[src/rtl/cpu_pkg.sv]
// Shared CPU front-end definitions: datapath widths, reset/bubble encodings
// and the fetch FSM state type.
package cpu_pkg;

    localparam int unsigned PC_W    = 16;
    localparam int unsigned INSTR_W = 16;

    localparam logic [PC_W-1:0]    RESET_PC  = 16'h0000;
    localparam logic [INSTR_W-1:0] NOP_INSTR = 16'h0000;

    typedef enum logic [1:0] {
        IDLE,
        WAIT,
        HOLD
    } fetch_state_t;

endpackage

[src/rtl/if_id_latch.sv]
// IF/ID pipeline register: bubble has priority over load; otherwise holds.
module if_id_latch
    import cpu_pkg::*;
(
    input  logic               clk,
    input  logic               rst,
    input  logic               load,
    input  logic               bubble,
    input  logic [INSTR_W-1:0] load_instr,
    input  logic [PC_W-1:0]    load_pc,
    output logic [INSTR_W-1:0] instr,
    output logic [PC_W-1:0]    pc,
    output logic               valid
);

    always_ff @(posedge clk or posedge rst) begin
        if (rst) begin
            instr <= NOP_INSTR;
            pc    <= '0;
            valid <= 1'b0;
        end else if (bubble) begin
            // A bubble keeps the old pc; only instr/valid mark it as empty.
            instr <= NOP_INSTR;
            valid <= 1'b0;
        end else if (load) begin
            instr <= load_instr;
            pc    <= load_pc;
            valid <= 1'b1;
        end
    end

endmodule

[src/rtl/fetch_stage.sv]
// Instruction fetch front end: PC, single-outstanding imem requests, stall
// buffer and IF/ID latch. Define FETCH_PERF_CNT_EN to add the stall_cnt output.
module fetch_stage
    import cpu_pkg::*;
(
    input  logic               clk,
    input  logic               rst,
    input  logic               pc_write,
    input  logic               IF_ID_Write,
    input  logic               flush,
    input  logic [PC_W-1:0]    branch_target,
    output logic               imem_req,
    output logic [PC_W-1:0]    imem_addr,
    input  logic               imem_valid,
    input  logic [INSTR_W-1:0] imem_rdata,
    output logic [INSTR_W-1:0] if_id_instr,
    output logic [PC_W-1:0]    if_id_pc,
    output logic               if_id_valid
`ifdef FETCH_PERF_CNT_EN
    ,
    output logic [15:0]        stall_cnt
`endif
);

    fetch_state_t       state;
    logic [PC_W-1:0]    pc;
    logic [PC_W-1:0]    pc_inc;
    logic [INSTR_W-1:0] hold_reg;
    logic               discard;
    logic               accept;
    logic               latch_load;
    logic               latch_bubble;
    logic [INSTR_W-1:0] latch_instr_d;

    assign accept = pc_write & IF_ID_Write;
    assign pc_inc = pc + 1'b1;

    always_comb begin
        imem_req      = 1'b0;
        imem_addr     = pc;
        latch_load    = 1'b0;
        latch_bubble  = 1'b0;
        latch_instr_d = imem_rdata;

        if (!rst && !flush) begin
            unique case (state)
                IDLE: imem_req = 1'b1;
                WAIT: begin
                    if (imem_valid && !discard && accept) begin
                        imem_req  = 1'b1;
                        imem_addr = pc_inc;
                    end
                end
                HOLD: begin
                    if (accept) begin
                        imem_req  = 1'b1;
                        imem_addr = pc_inc;
                    end
                end
                default: imem_req = 1'b0;
            endcase
        end

        // With no instruction on hand, a consuming decode stage gets a bubble.
        if (flush) begin
            latch_bubble = 1'b1;
        end else begin
            unique case (state)
                IDLE: latch_bubble = IF_ID_Write;
                WAIT: begin
                    if (imem_valid && !discard) latch_load = accept;
                    else                        latch_bubble = IF_ID_Write;
                end
                HOLD: begin
                    latch_load    = accept;
                    latch_instr_d = hold_reg;
                end
                default: latch_bubble = IF_ID_Write;
            endcase
        end
    end

    always_ff @(posedge clk or posedge rst) begin
        if (rst) begin
            state    <= IDLE;
            pc       <= RESET_PC;
            hold_reg <= NOP_INSTR;
            discard  <= 1'b0;
        end else if (flush) begin
            pc <= branch_target;
            if (state == WAIT && !imem_valid) begin
                discard <= 1'b1;
                state   <= WAIT;
            end else begin
                discard <= 1'b0;
                state   <= IDLE;
            end
        end else begin
            unique case (state)
                IDLE: state <= WAIT;
                WAIT: begin
                    if (imem_valid) begin
                        if (discard) begin
                            discard <= 1'b0;
                            state   <= IDLE;
                        end else if (accept) begin
                            pc <= pc_inc;
                        end else begin
                            hold_reg <= imem_rdata;
                            state    <= HOLD;
                        end
                    end
                end
                HOLD: begin
                    if (accept) begin
                        pc    <= pc_inc;
                        state <= WAIT;
                    end
                end
                default: state <= IDLE;
            endcase
        end
    end

`ifdef FETCH_PERF_CNT_EN
    always_ff @(posedge clk or posedge rst) begin
        if (rst) begin
            stall_cnt <= '0;
        end else if ((state == WAIT || state == HOLD) && !accept && !flush
                     && stall_cnt != '1) begin
            stall_cnt <= stall_cnt + 1'b1;
        end
    end
`endif

    if_id_latch u_if_id_latch (
        .clk        (clk),
        .rst        (rst),
        .load       (latch_load),
        .bubble     (latch_bubble),
        .load_instr (latch_instr_d),
        .load_pc    (pc),
        .instr      (if_id_instr),
        .pc         (if_id_pc),
        .valid      (if_id_valid)
    );

    // Memory must only answer the single request in flight.
    no_stray_response: assert property (
        @(posedge clk) disable iff (rst) imem_valid |-> state == WAIT
    );

endmodule

[config.mk]
export PLATFORM = sky130hd
export DESIGN_NAME = fetch_stage
export DESIGN_NICKNAME = d
export VERILOG_FILES = /design/src/rtl/cpu_pkg.sv /design/src/rtl/if_id_latch.sv /design/src/rtl/fetch_stage.sv
export SDC_FILE = /design/constraint.sdc
export NUM_CORES = 1
export LEC_CHECK = 0
export ABC_AREA = 1
export CORE_MARGIN = 1
export CORE_UTILIZATION = 25
export CTS_BUF_LIST = sky130_fd_sc_hd__clkbuf_4 sky130_fd_sc_hd__clkbuf_8 sky130_fd_sc_hd__clkbuf_16
export CTS_CLUSTER_SIZE = 40
export DETAILED_ROUTE_END_ITERATION = 8
export GPL_TIMING_DRIVEN = 0
export PLACE_DENSITY_LB_ADDON = 0.1
export SYNTH_ARGS = -nofsm -noshare
export SYNTH_HDL_FRONTEND = slang
export SYNTH_SLANG_ARGS = --single-unit
[constraint.sdc]
create_clock -name clk -period 2.13 [get_ports clk]
set_clock_uncertainty 0.05 [all_clocks]
set_input_delay 0.213 -clock clk [delete_from_list [all_inputs] [get_ports clk]]
set_output_delay 0.213 -clock clk [all_outputs]
set_load 0.02 [all_outputs]
==> reports/metrics.yaml <==
finish:
  final_cell_mix: "138 x nand2_1, 68 x clkdlybuf4s50_1, 60 x dfrtp_1, 53 x o21ai_0, 52 x inv_1"
  area_growth_pct: 52.0
  n_antenna_cell: 0
  final_cells: 931
  fillers: 1672
  final-seq-area_um2: 1710
  multiInputGateArea_um2: 2380
  fin_nets: 754
  layout_commonest_cell: "nand2_1"
  drive_gt1_frac: 0.235
worst_setup_path:
  critPathLaunchType: "flop"
  crit_type: "reg -> out"
  cp_max_fo: 7
  required_ns: 1.87
  worstPathArrival_ns: 2.01
  crit_path_end_kind: "output pin"
logic_synthesis:
  yosys_warnings: 0
  ys_ff_latch: 68
  avgSynthCellArea_um2: 7.06
  yosysSeqAreaShare: 0.413
  syn-num-nets: 628
  synth_area_leaders: "dfrtp_1 41%, nand2_1 14%, o21ai_0 7.8%"
  synth_top_area_frac: 0.413
  yosys.area.top_type: "dfrtp_1"
  synth_cell_types: 35
  netlist_instances: 584
  synth_area_um2: 4120
sta:
  hold_viol_final: 0
  tns_ns: -1.55
  finalCritPeriodShare: 1.07
  worst_slew_pin_slew_ns: 0.639
  setup_viol: 15
  rsz0062_at_grt: "true"
  max_freq_mhz: 440
  setup_slack_ns: -0.142
  min_period_ns: 2.27
  worst_slew_margin_rel: 0.574
  whs_ns: 0.197
  slew_viol_final: 0
run_status:
  violations: "negative setup slack"
  outcome: "complete, but fails checks"
global_routing:
  grt_max_degree: 64
  antenna_found_initial: 0
  grt_pass1_wl_um: 22900
  grt_use_total: 0.181
  overflow: 0
  grt_pass1_vias: 4283
placement:
  gp_congestion: 0.804
  dp_hpwl_um: 10400
  portBuffers: 86
  placed_cells: 887
  pre_cts_slack_ns: -0.847
floorplanning:
  die_y_um: 130
  num_rows: 46
  start_util: 0.258
  fp.coreArea_um2: 16000
  pin_count: 88
  die_w_um: 130
  dieArea_um2: 17000
routing:
  wl_per_cell_um: 15.9
  drt-pass1-iter-count: 5
  drtIter0Drc: 291
  wirelength_um: 14800
  antenna_left: 0
  drc_errors: 0
  vias_per_cell: 4.77
  vias: 4438
clock_network:
  clk_latency_ns: 0.34
  cts_max_level: 3
  clkTransAtPathRegs_ns: 0.06
  cts_tree: "yes"
  clock-root-buffer: "clkbuf_16"
  ctsHoldBuffers: 0
  clkSinkCount: 68
  cts_made_buffers: 9
  cts_buffer_depth: 2
flow_run:
  max-cap-violations: 0
power:
  cellPowerDensity_nw_per_um2: 1340
  ir_drop_mv: 0.593
  leakage_uw: 0.00291
worst_hold_path:
  min_path_type: "in -> async"
==> worst max-delay path, stage by stage (launching register included) <==
cell	delay [ns]
dfrtp_1	0.39
inv_2	0.09
ha_4	0.29
nand2_4	0.05
nor2_4	0.11
buf_12	0.14
buf_8	0.12
o21ai_1	0.08
a21oi_2	0.15
a21boi_2	0.09
buf_4	0.16
==> cell usage after synthesis <==
| cell | count |
|---|---|
| o22ai_1 | 7 |
| buf_1 | 1 |
| o21ai_0 | 64 |
| nor4_4 | 1 |
| o31ai_1 | 1 |
| nor4_1 | 1 |
| nand2_4 | 2 |
| inv_2 | 6 |
| buf_6 | 2 |
| nand3_1 | 53 |
| o21ai_1 | 16 |
| clkinv_1 | 1 |
| nor2_1 | 54 |
| clkbuf_1 | 13 |
| ha_1 | 6 |
| inv_1 | 55 |
| o21ai_2 | 5 |
| a21boi_1 | 3 |
| nand2_1 | 159 |
| dfrtp_1 | 68 |
| nor2_2 | 1 |
| xor2_1 | 5 |
| nand4_1 | 4 |
| or2_2 | 3 |
| o211ai_1 | 1 |
| nand2_2 | 1 |
| o311ai_0 | 1 |
| a22oi_1 | 2 |
| a21oi_1 | 31 |
| buf_2 | 10 |
| a21boi_0 | 3 |
| nand3_2 | 1 |
| nor2_8 | 1 |
| o21a_1 | 1 |
| xnor2_1 | 1 |
==> path summary, 6_finish.rpt <==
kind,slack (ns),start,cells past startpoint,endpoint
setup / recovery,-0.14,state[0]$_DFFE_PP0P_,10,imem_addr[14]
hold / removal,0.20,rst,2,state[1]$_DFFE_PP0P_
setup reg to reg,0.14,state[0]$_DFFE_PP0P_,8,pc[12]$_DFFE_PP0P_
hold reg to reg,0.43,u_if_id_latch.pc[6]$_DFFE_PP0P_,2,u_if_id_latch.pc[6]$_DFFE_PP0P_
max in group asynchronous,1.26,rst,3,u_if_id_latch.pc[0]$_DFFE_PP0P_
min in group clk,0.24,flush,3,discard$_DFFE_PP0P_
==> cell families after synthesis <==
group | count (synthesis) | synth area share
compound gates | 135 | 0.178
buf+inv | 88 | 0.0868
simple gates | 281 | 0.291
fa+ha+maj | 6 | 0.0182
xor+xnor | 6 | 0.0127
flops | 68 | 0.413
==> metrics by stage <==
stage,instance area [µm²],power (µW),utilization
global route,6260,8970,0.392
floorplan,4120,4240,-
global placement,5250,5600,0.328
detailed placement,5280,5670,0.330
finish,6260,8380,0.392
CTS,6060,8080,0.379
==> metal layers <==
| layer | part of all wire | global-route usage | up-vias |
|---|---|---|---|
| met1 | 0.47 | 0.251 | 2114 |
| met4 | 0.020 | 0.0744 | 0 |
| met3 | 0.058 | 0.0346 | 25 |
| met2 | 0.45 | 0.277 | 139 |
| li1 | - | - | 2160 |
| met5 | 0 | 0 | - |
==> where the power goes <==
part           internal [µW]  total, µW  switching, µW
Clock                   1210       1820            607
Sequential              1760       2140            381
Combinational           1830       4420           2590
Total                   4800       8380           3580
==> repair_timing <==
| action | in CTS | in global routing |
|---|---|---|
| buffers inserted | 21 | 7 |
| gates resized for setup | 175 | 57 |
| gates cloned | 1 | 0 |
| pin swaps | 19 | 13 |
| setup endpoints to repair | 79 | 59 |
==> area by class of cell <==
| cell class | instances | area share |
|---|---|---|
| buffer | 25 | 0.0242 |
| clock buffer | 11 | 0.0403 |
| clock inverter | 5 | 0.0170 |
| inverter | 62 | 0.0403 |
| multi-input combinational | 428 | 0.379 |
| sequential | 68 | 0.273 |
| tap | 216 | 0.0431 |
| timing repair buffer | 115 | 0.181 |
| timing repair inverter | 1 | 0.00120 |
Note: power is estimated with default switching activity, not from simulation.
